--- config.mk ---
export PLATFORM = sky130hd
export DESIGN_NAME = sram_req_arbiter
export DESIGN_NICKNAME = d
export VERILOG_FILES = /design/src/rtl/sram_req_arbiter_pkg.sv /design/src/rtl/sram_req_arbiter_id.sv /design/src/rtl/sram_req_arbiter.sv
export SDC_FILE = /design/constraint.sdc
export NUM_CORES = 1
export LEC_CHECK = 0
export BUFFER_PORTS_ARGS = -buffer_cell sky130_fd_sc_hd__buf_4
export CORE_AREA = 2 2 127 129
export CTS_BUF_LIST = sky130_fd_sc_hd__clkbuf_8
export DETAILED_ROUTE_END_ITERATION = 10
export DIE_AREA = 0 0 129 131
export GPL_ROUTABILITY_DRIVEN = 0
export HOLD_SLACK_MARGIN = 0.15
export SLEW_MARGIN = 20
export SYNTH_ARGS = -nofsm -noshare
export SYNTH_HDL_FRONTEND = slang
export SYNTH_SLANG_ARGS = --single-unit
--- constraint.sdc ---
create_clock -name clk -period 4.6 [get_ports clk]
set_input_delay 0.23 -clock clk [delete_from_list [all_inputs] [get_ports clk]]
set_output_delay 0.23 -clock clk [all_outputs]
set_load 0.02 [all_outputs]
--- src/rtl/sram_req_arbiter_pkg.sv ---
// sram_req_arbiter_pkg: shared arbitration-mode, transfer-size and FSM definitions.
package sram_req_arbiter_pkg;
    localparam int ARB_FIXED = 0;
    localparam int ARB_RR    = 1;
    localparam logic [1:0] SIZE_BYTE = 2'd0;
    localparam logic [1:0] SIZE_HALF = 2'd1;
    localparam logic [1:0] SIZE_WORD = 2'd2;
    typedef enum logic {ST_IDLE, ST_LOCKED} arb_state_e;
endpackage

--- src/rtl/sram_req_arbiter_id.sv ---
// id_fifo: in-order port-ID queue for outstanding transactions; DEPTH is a power of 2.
module id_fifo #(
    parameter int WIDTH = 1,
    parameter int DEPTH = 4
) (
    input  logic                     clk,
    input  logic                     reset,
    input  logic                     push,
    input  logic                     pop,
    input  logic [WIDTH-1:0]         din,
    output logic                     full,
    output logic                     empty,
    output logic [WIDTH-1:0]         head,
    output logic [$clog2(DEPTH):0]   count
);
    localparam int AW = $clog2(DEPTH);
    logic [WIDTH-1:0] mem [DEPTH];
    logic [AW-1:0] wr_ptr, rd_ptr;
    logic do_push, do_pop;
    assign full    = count == (AW+1)'(DEPTH);
    assign empty   = count == '0;
    assign do_push = push & ~full;
    assign do_pop  = pop & ~empty;
    assign head    = mem[rd_ptr];
    always_ff @(posedge clk or posedge reset) begin
        if (reset) begin
            wr_ptr <= '0;
            rd_ptr <= '0;
            count  <= '0;
        end else begin
            wr_ptr <= wr_ptr + AW'(do_push);
            rd_ptr <= rd_ptr + AW'(do_pop);
            count  <= count + (AW+1)'(do_push) - (AW+1)'(do_pop);
        end
    end
    always_ff @(posedge clk) begin
        if (do_push) mem[wr_ptr] <= din;
    end
endmodule

--- src/rtl/sram_req_arbiter.sv ---
// sram_req_arbiter: N-to-1 SRAM-like request arbiter with in-order response routing.
module sram_req_arbiter
    import sram_req_arbiter_pkg::*;
#(
    parameter int NUM_PORTS = 2,
    parameter int MAX_OUTST = 4,
    parameter int ARB_MODE  = 1,
    parameter int ADDR_W    = 32,
    parameter int DATA_W    = 32
) (
    input  logic                          clk,
    input  logic                          reset,
    input  logic [NUM_PORTS-1:0]          s_req,
    input  logic [NUM_PORTS-1:0]          s_wr,
    input  logic [2*NUM_PORTS-1:0]        s_size,
    input  logic [(DATA_W/8)*NUM_PORTS-1:0] s_wstrb,
    input  logic [ADDR_W*NUM_PORTS-1:0]   s_addr,
    input  logic [DATA_W*NUM_PORTS-1:0]   s_wdata,
    output logic [NUM_PORTS-1:0]          s_addr_ok,
    output logic [NUM_PORTS-1:0]          s_data_ok,
    output logic [DATA_W*NUM_PORTS-1:0]   s_rdata,
    output logic                          m_req,
    output logic                          m_wr,
    output logic [1:0]                    m_size,
    output logic [DATA_W/8-1:0]           m_wstrb,
    output logic [ADDR_W-1:0]             m_addr,
    output logic [DATA_W-1:0]             m_wdata,
    input  logic                          m_addr_ok,
    input  logic                          m_data_ok,
    input  logic [DATA_W-1:0]             m_rdata,
    output logic [$clog2(MAX_OUTST):0]    outst_cnt,
    output logic                          err_unexp
);
    localparam int IW = NUM_PORTS > 1 ? $clog2(NUM_PORTS) : 1;
    localparam int SW = DATA_W / 8;
    arb_state_e state;
    logic [IW-1:0] lock_idx, rr_ptr, fix_gnt, rr_gnt, gnt, idx, head;
    logic [NUM_PORTS-1:0] elig;
    logic gnt_vld, hs, pop, full, empty;
    always_comb begin
        elig    = full ? '0 : s_req;
        fix_gnt = '0;
        rr_gnt  = '0;
        idx     = '0;
        // Scan downward so the nearest eligible port is the last one written.
        for (int k = NUM_PORTS - 1; k >= 0; k--) begin
            if (elig[IW'(k)]) fix_gnt = IW'(k);
            idx = IW'((int'(rr_ptr) + k) % NUM_PORTS);
            if (elig[idx]) rr_gnt = idx;
        end
    end
    assign gnt     = (state == ST_LOCKED) ? lock_idx : (ARB_MODE == ARB_RR ? rr_gnt : fix_gnt);
    assign gnt_vld = ~reset & ((state == ST_LOCKED) | (|elig));
    assign hs      = gnt_vld & m_addr_ok;
    assign pop     = ~reset & m_data_ok & ~empty;
    assign m_req   = gnt_vld;
    assign m_wr    = gnt_vld & s_wr[gnt];
    assign m_size  = gnt_vld ? s_size[2*int'(gnt) +: 2] : '0;
    assign m_wstrb = gnt_vld ? s_wstrb[SW*int'(gnt) +: SW] : '0;
    assign m_addr  = gnt_vld ? s_addr[ADDR_W*int'(gnt) +: ADDR_W] : '0;
    assign m_wdata = gnt_vld ? s_wdata[DATA_W*int'(gnt) +: DATA_W] : '0;
    always_comb begin
        s_addr_ok = '0;
        s_data_ok = '0;
        s_rdata   = '0;
        for (int i = 0; i < NUM_PORTS; i++) begin
            s_addr_ok[i] = hs && gnt == IW'(i);
            s_data_ok[i] = pop && head == IW'(i);
            s_rdata[i*DATA_W +: DATA_W] = s_data_ok[i] ? m_rdata : '0;
        end
    end
    always_ff @(posedge clk or posedge reset) begin
        if (reset) begin
            state     <= ST_IDLE;
            lock_idx  <= '0;
            rr_ptr    <= '0;
            err_unexp <= 1'b0;
        end else begin
            if (m_data_ok && empty) err_unexp <= 1'b1;
            if (hs && ARB_MODE == ARB_RR) rr_ptr <= (gnt == IW'(NUM_PORTS - 1)) ? '0 : gnt + IW'(1);
            // A request left waiting must not be re-arbitrated away before it is accepted.
            if (state == ST_IDLE && m_req && !m_addr_ok) begin
                state    <= ST_LOCKED;
                lock_idx <= gnt;
            end else if (state == ST_LOCKED && m_addr_ok) begin
                state <= ST_IDLE;
            end
        end
    end
    id_fifo #(.WIDTH(IW), .DEPTH(MAX_OUTST)) u_id_fifo (
        .clk   (clk),
        .reset (reset),
        .push  (hs),
        .pop   (pop),
        .din   (gnt),
        .full  (full),
        .empty (empty),
        .head  (head),
        .count (outst_cnt)
    );
endmodule
==> results of run 1 <==
[stage by stage]
| step | hold slack [ns] | std cells |
|---|---|---|
| after floorplan | 0.347 | 400 |
| after global placement | 0.445 | 884 |
| after detailed placement | 0.446 | 885 |
| after CTS | 0.225 | 889 |
| after global routing | 0.222 | 889 |
| final | 0.227 | 891 |
[registers in the layout, summed over array words and instances, names as in the netlist]
register          cells
u_id_fifo.mem         4
u_id_fifo.count       3
u_id_fifo.rd_ptr      2
u_id_fifo.wr_ptr      2
err_unexp             1
lock_idx              1
rr_ptr                1
state                 1
[Yosys cell counts, types with 4 or more instances]
master / number / area [um2]
and2_1: 64 / 400
buf_6: 13 / 146
dfrtp_1: 11 / 275
mux2i_1: 71 / 711
clkbuf_1: 29 / 109
buf_2: 13 / 65.1
buf_8: 5 / 75.1
ha_1: 4 / 50.1
nand4_1: 142 / 888
edfxtp_1: 4 / 120
inv_1: 6 / 22.5
[worst min path at each step]
stage | start | endpoint | cells past startpoint | slack, ns
floorplan | m_data_ok | err_unexp | 1 | 0.35
finish | m_data_ok | err_unexp | 2 | 0.23
CTS | m_data_ok | err_unexp | 2 | 0.23
global placement | err_unexp | err_unexp | 1 | 0.45
detailed placement | err_unexp | err_unexp | 1 | 0.45
global route | m_data_ok | err_unexp | 2 | 0.22
[metal layers]
metal	wire, um	part of all wire	global-route usage
met1	5600	0.41	0.176
met5	0	0	0
met2	6950	0.50	0.258
met4	72	0.0052	0.0192
met3	1190	0.086	0.0346
[report_power, final]
group          internal (mW)  total, mW  switching, mW
sequential             0.193      0.248         0.0546
clock                 0.0589      0.101         0.0422
combinational          0.686       1.55          0.865
[cell families after synthesis]
| kind of cell | synth area share |
|---|---|
| AND/OR/NAND/NOR | 0.454 |
| AO/OA/AOI/OAI | 0.0193 |
| buffers and inverters | 0.135 |
| XOR/XNOR | 0.0110 |
| adder cells (fa/ha/maj) | 0.0220 |
| flip-flops | 0.124 |
| multiplexers | 0.234 |
[layout make-up]
cell class,instances,area [um2]
multi-input combinational,316,2370
timing repair buffer,330,2490
sequential,15,395
tap,216,270
inverter,8,32.5
fill,1682,9980
clock inverter,1,3.75
antenna,2,5.00
clock buffer,3,41.3
[worst max-delay path, cell delays in order, from the launching register on]
cell and delay [ns]:
dfrtp_1 0.49, or4b_4 0.67, buf_4 0.64, nand4_1 0.24, mux2i_1 0.22, buf_4 0.18
==> impl_metrics.yaml, run 1 <==
run_status:
  status: "finished clean"
global_route:
  grt_pass1_vias: 3767
  grt_use_total: 0.143
  grt_overflow: 0
  antenna_found_initial: 2
  grt_max_degree: 95
  grt_pass1_wl_um: 19700
final_layout:
  final_cell_area_um2: 5610
  final_cell_mix: "buf_4, nand4_1, mux2i_1"
  fin_nets: 859
  final_util: 0.360
  final_common_cell: "buf_4"
  synthToLayoutAreaGrowth_pct: 76.5
  drive_above_1_share: 0.510
timing:
  maxSlewViolCount: 0
  fin_tns_setup_ns: 0
  finalClockSkew_ns: 0.00127
  period_share: 0.636
  tightest_slew_ns: 0.765
  slew-limit-headroom: 0.490
  max_freq_ghz: 0.342
  fin_ws_ns: 1.67
  setup_viol: 0
  final_hold_viol_count: 0
  fin_crit_ns: 2.93
  rsz0062_at_grt: "false"
job:
  drv_cap: 0
clock_tree:
  clock_sinks: 15
  cts_buffer_depth: 2
  cts_root_buffer: "clkbuf_8"
  clk_latency_ns: 0.24
  cts_tree: "built"
  numCtsBuffers: 3
  cts_setup_buffers: 0
  ctsResizeCount: 0
  holdBufCountCts: 0
  h-tree-depth: 1
  clkSlewWorstSetupHoldPaths_ns: 0.06
placement:
  place_area_um2: 5560
  portBuffers: 323
  dp_slack_ns: 1.94
  dp_hpwl_um: 10500
drt:
  ant_nets: 0
  vias: 4150
  drc: 0
  wire_per_inst_um: 15.5
  via_per_inst: 4.66
  routed_wl_um: 13800
  drt_first_pass_iters: 4
  drt_iter0_drc: 152
synth:
  synth_flop_cell: "dfrtp_1"
  syn-num-nets: 585
  synthCells: 400
  synthArstFlopShare: 0.733
  synth-seq-cells: 15
  ys_seq_area_frac: 0.124
  syn_area_um2: 3180
  yosys_warnings: 0
  syn_area_per_cell_um2: 7.95
  synth_cell_types: 38
  synth_edf_count: 4
setup_path:
  worst_setup_path_end_kind: "primary output"
  cp-startpoint: "u_id_fifo.count[1]"
  worstReg2RegEnd: "u_id_fifo.count[2]"
  critical_path_class: "reg -> out"
  startpoint_type: "flop"
  timing.reg2reg.setup_slack_ns: 1.96
  crit_end: "m_wdata[30]"
  crit_arrival_ns: 2.70
  r2r_cells: 7
  cp_max_fo: 73
  worstReg2RegStart: "state"
  critPathRequiredTime_ns: 4.37
pwr:
  total_power_mw: 1.90
  max-vdd-ir-drop_mv: 0.200
  leakage_nw: 2.94
  power_density_nw_per_um2: 338
floorplanning:
  start_util: 0.204
  die_w_um: 129
  ios: 324
  core_area_um2: 15600
  die_area_um2: 16900
  die_h_um: 131
  rows: 46
worst_hold_path:
  hold_path.class: "in -> reg"
Note: power is estimated with default switching activity, not from simulation.
==> run 2, diff against run 1 <==
CORE_AREA = 2 2 124 126   (was 2 2 127 129)
DIE_AREA = 0 0 126 128   (was 0 0 129 131)
clock period = 2.85 ns   (was 4.6 ns; I/O delays follow)
==> impl_metrics.yaml, run 2 (same netlist as run 1, synthesis figures left out) <==
run_status:
  status: "finished clean"
setup_path:
  crit_buf_inv: 2
  crit_family: "buffers and inverters"
  crit_path_cell_trace: "or3b_4 > a32oi_4 > buf_12 > mux2i_1 > buf_4"
  worst_setup_path_end_kind: "primary output"
  startpoint_type: "flop"
  cp_max_fo: 75
  cpPeakStageDelay_ns: 0.45
  critPathRequiredTime_ns: 2.71
  crit_arrival_ns: 2.40
  cp_slowest_cell: "dfrtp_1"
  critical_path_class: "reg -> out"
pwr:
  leakage_nw: 2.97
  power_density_nw_per_um2: 553
  total_power_mw: 3.12
  max-vdd-ir-drop_mv: 0.331
global_route:
  grt_overflow: 0
  antenna_found_initial: 0
  grt_pass1_wl_um: 20900
  grt_max_degree: 145
  grt_pass1_vias: 3771
  grt_use_total: 0.157
final_layout:
  fin_nets: 862
  final_util: 0.379
  fillers: 1587
  final_cells: 864
  drive_above_1_share: 0.510
  final_cell_mix: "buf_4, nand4_1, mux2i_1"
  synthToLayoutAreaGrowth_pct: 77.4
  reg.largest.list: "u_id_fifo.mem: 4 flops, u_id_fifo.count: 3 flops"
  antenna_cells: 0
  top_register: "u_id_fifo.mem"
  largest_reg_flops: 4
  final_common_cell: "buf_4"
drt:
  routed.top_layer: "met4"
  drt_iter0_drc: 207
  ant_nets: 0
  wl_met1_um: 5620
  wl_met3_um: 1030
  wire_per_inst_um: 16.3
  routed_wl_um: 14100
  met2_length_um: 7110
  drt_first_pass_iters: 5
  via_per_inst: 4.90
  drc: 0
  vias: 4231
clock_tree:
  holdBufCountCts: 2
  ctsResizeCount: 0
  cts_buffer_depth: 2
  clk_latency_ns: 0.25
  h-tree-depth: 1
  cts_setup_buffers: 0
  clock_sinks: 15
  clkSlewWorstSetupHoldPaths_ns: 0.06
  cts_tree: "built"
  numCtsBuffers: 3
  cts_root_buffer: "clkbuf_8"
timing:
  finalClockSkew_ns: 0.00157
  max_freq_ghz: 0.394
  slew-limit-headroom: 0.564
  tightest_slew_ns: 0.653
  rsz0062_at_grt: "false"
  final_hold_viol_count: 0
  fin_tns_setup_ns: 0
  fin_crit_ns: 2.54
  setup_viol: 0
  period_share: 0.892
  maxSlewViolCount: 0
worst_hold_path:
  hold_path.class: "in -> reg"
floorplanning:
  core_area_um2: 14900
  rows: 45
  die_w_um: 126
  die_area_um2: 16100
  start_util: 0.214
  die_h_um: 128
  ios: 324
placement:
  portBuffers: 323
  dp_hpwl_um: 10800
  dp.cells: 858
job:
  drv_cap: 0
[run 2: path summary, 6_finish.rpt]
path | start | endpoint | slack (ns) | depth (start not counted)
worst max-delay path | u_id_fifo.count[1] | m_addr[31] | 0.31 | 5
worst min-delay path | m_addr_ok | state | 0.17 | 2
worst max register to register | u_id_fifo.count[1] | u_id_fifo.count[2] | 0.61 | 7
worst min register to register | err_unexp | err_unexp | 0.45 | 1
max in group asynchronous | reset | err_unexp | 1.68 | 4
min in group asynchronous | reset | u_id_fifo.rd_ptr[0] | 0.52 | 3
[run 2: per-layer routing]
metal  up-vias  GRT usage
met5         -          0
met4         0     0.0394
met3        17     0.0259
met2       187      0.280
met1      1938      0.196
li1       2089          -
[run 2: layout make-up]
class / count / area (um2) / share of cell area
Sequential cell: 15 / 395 / 0.0701
Timing Repair Buffer: 333 / 2550 / 0.453
Tap cell: 188 / 235 / 0.0417
Clock inverter: 1 / 5.00 / 0.000888
Multi-Input combinational cell: 316 / 2370 / 0.421
Clock buffer: 3 / 41.3 / 0.00732
Inverter: 8 / 32.5 / 0.00577
[run 2: where the power goes]
group          internal [mW]  switching (mW)  total, mW
clock                 0.0969          0.0758      0.173
combinational           1.14            1.41       2.55
sequential             0.311          0.0837      0.395
[run 2: per-stage QoR]
step	worst slack [ns]	hold WS (ns)	cell area, um2
floorplan	0.514	0.259	3180
global placement	0.535	0.233	5570
detailed placement	0.576	0.236	5570
CTS	0.292	0.159	5640
global route	0.235	0.182	5640
finish	0.309	0.167	5640
[run 2: worst register-to-register path, cell delays in order, from the launching register on]
cell and delay [ns]:
dfrtp_1 0.45, or2_2 0.31, o211ai_1 0.35, inv_1 0.12
ha_1 0.22, fa_1 0.39, xnor2_1 0.20, xnor2_1 0.13
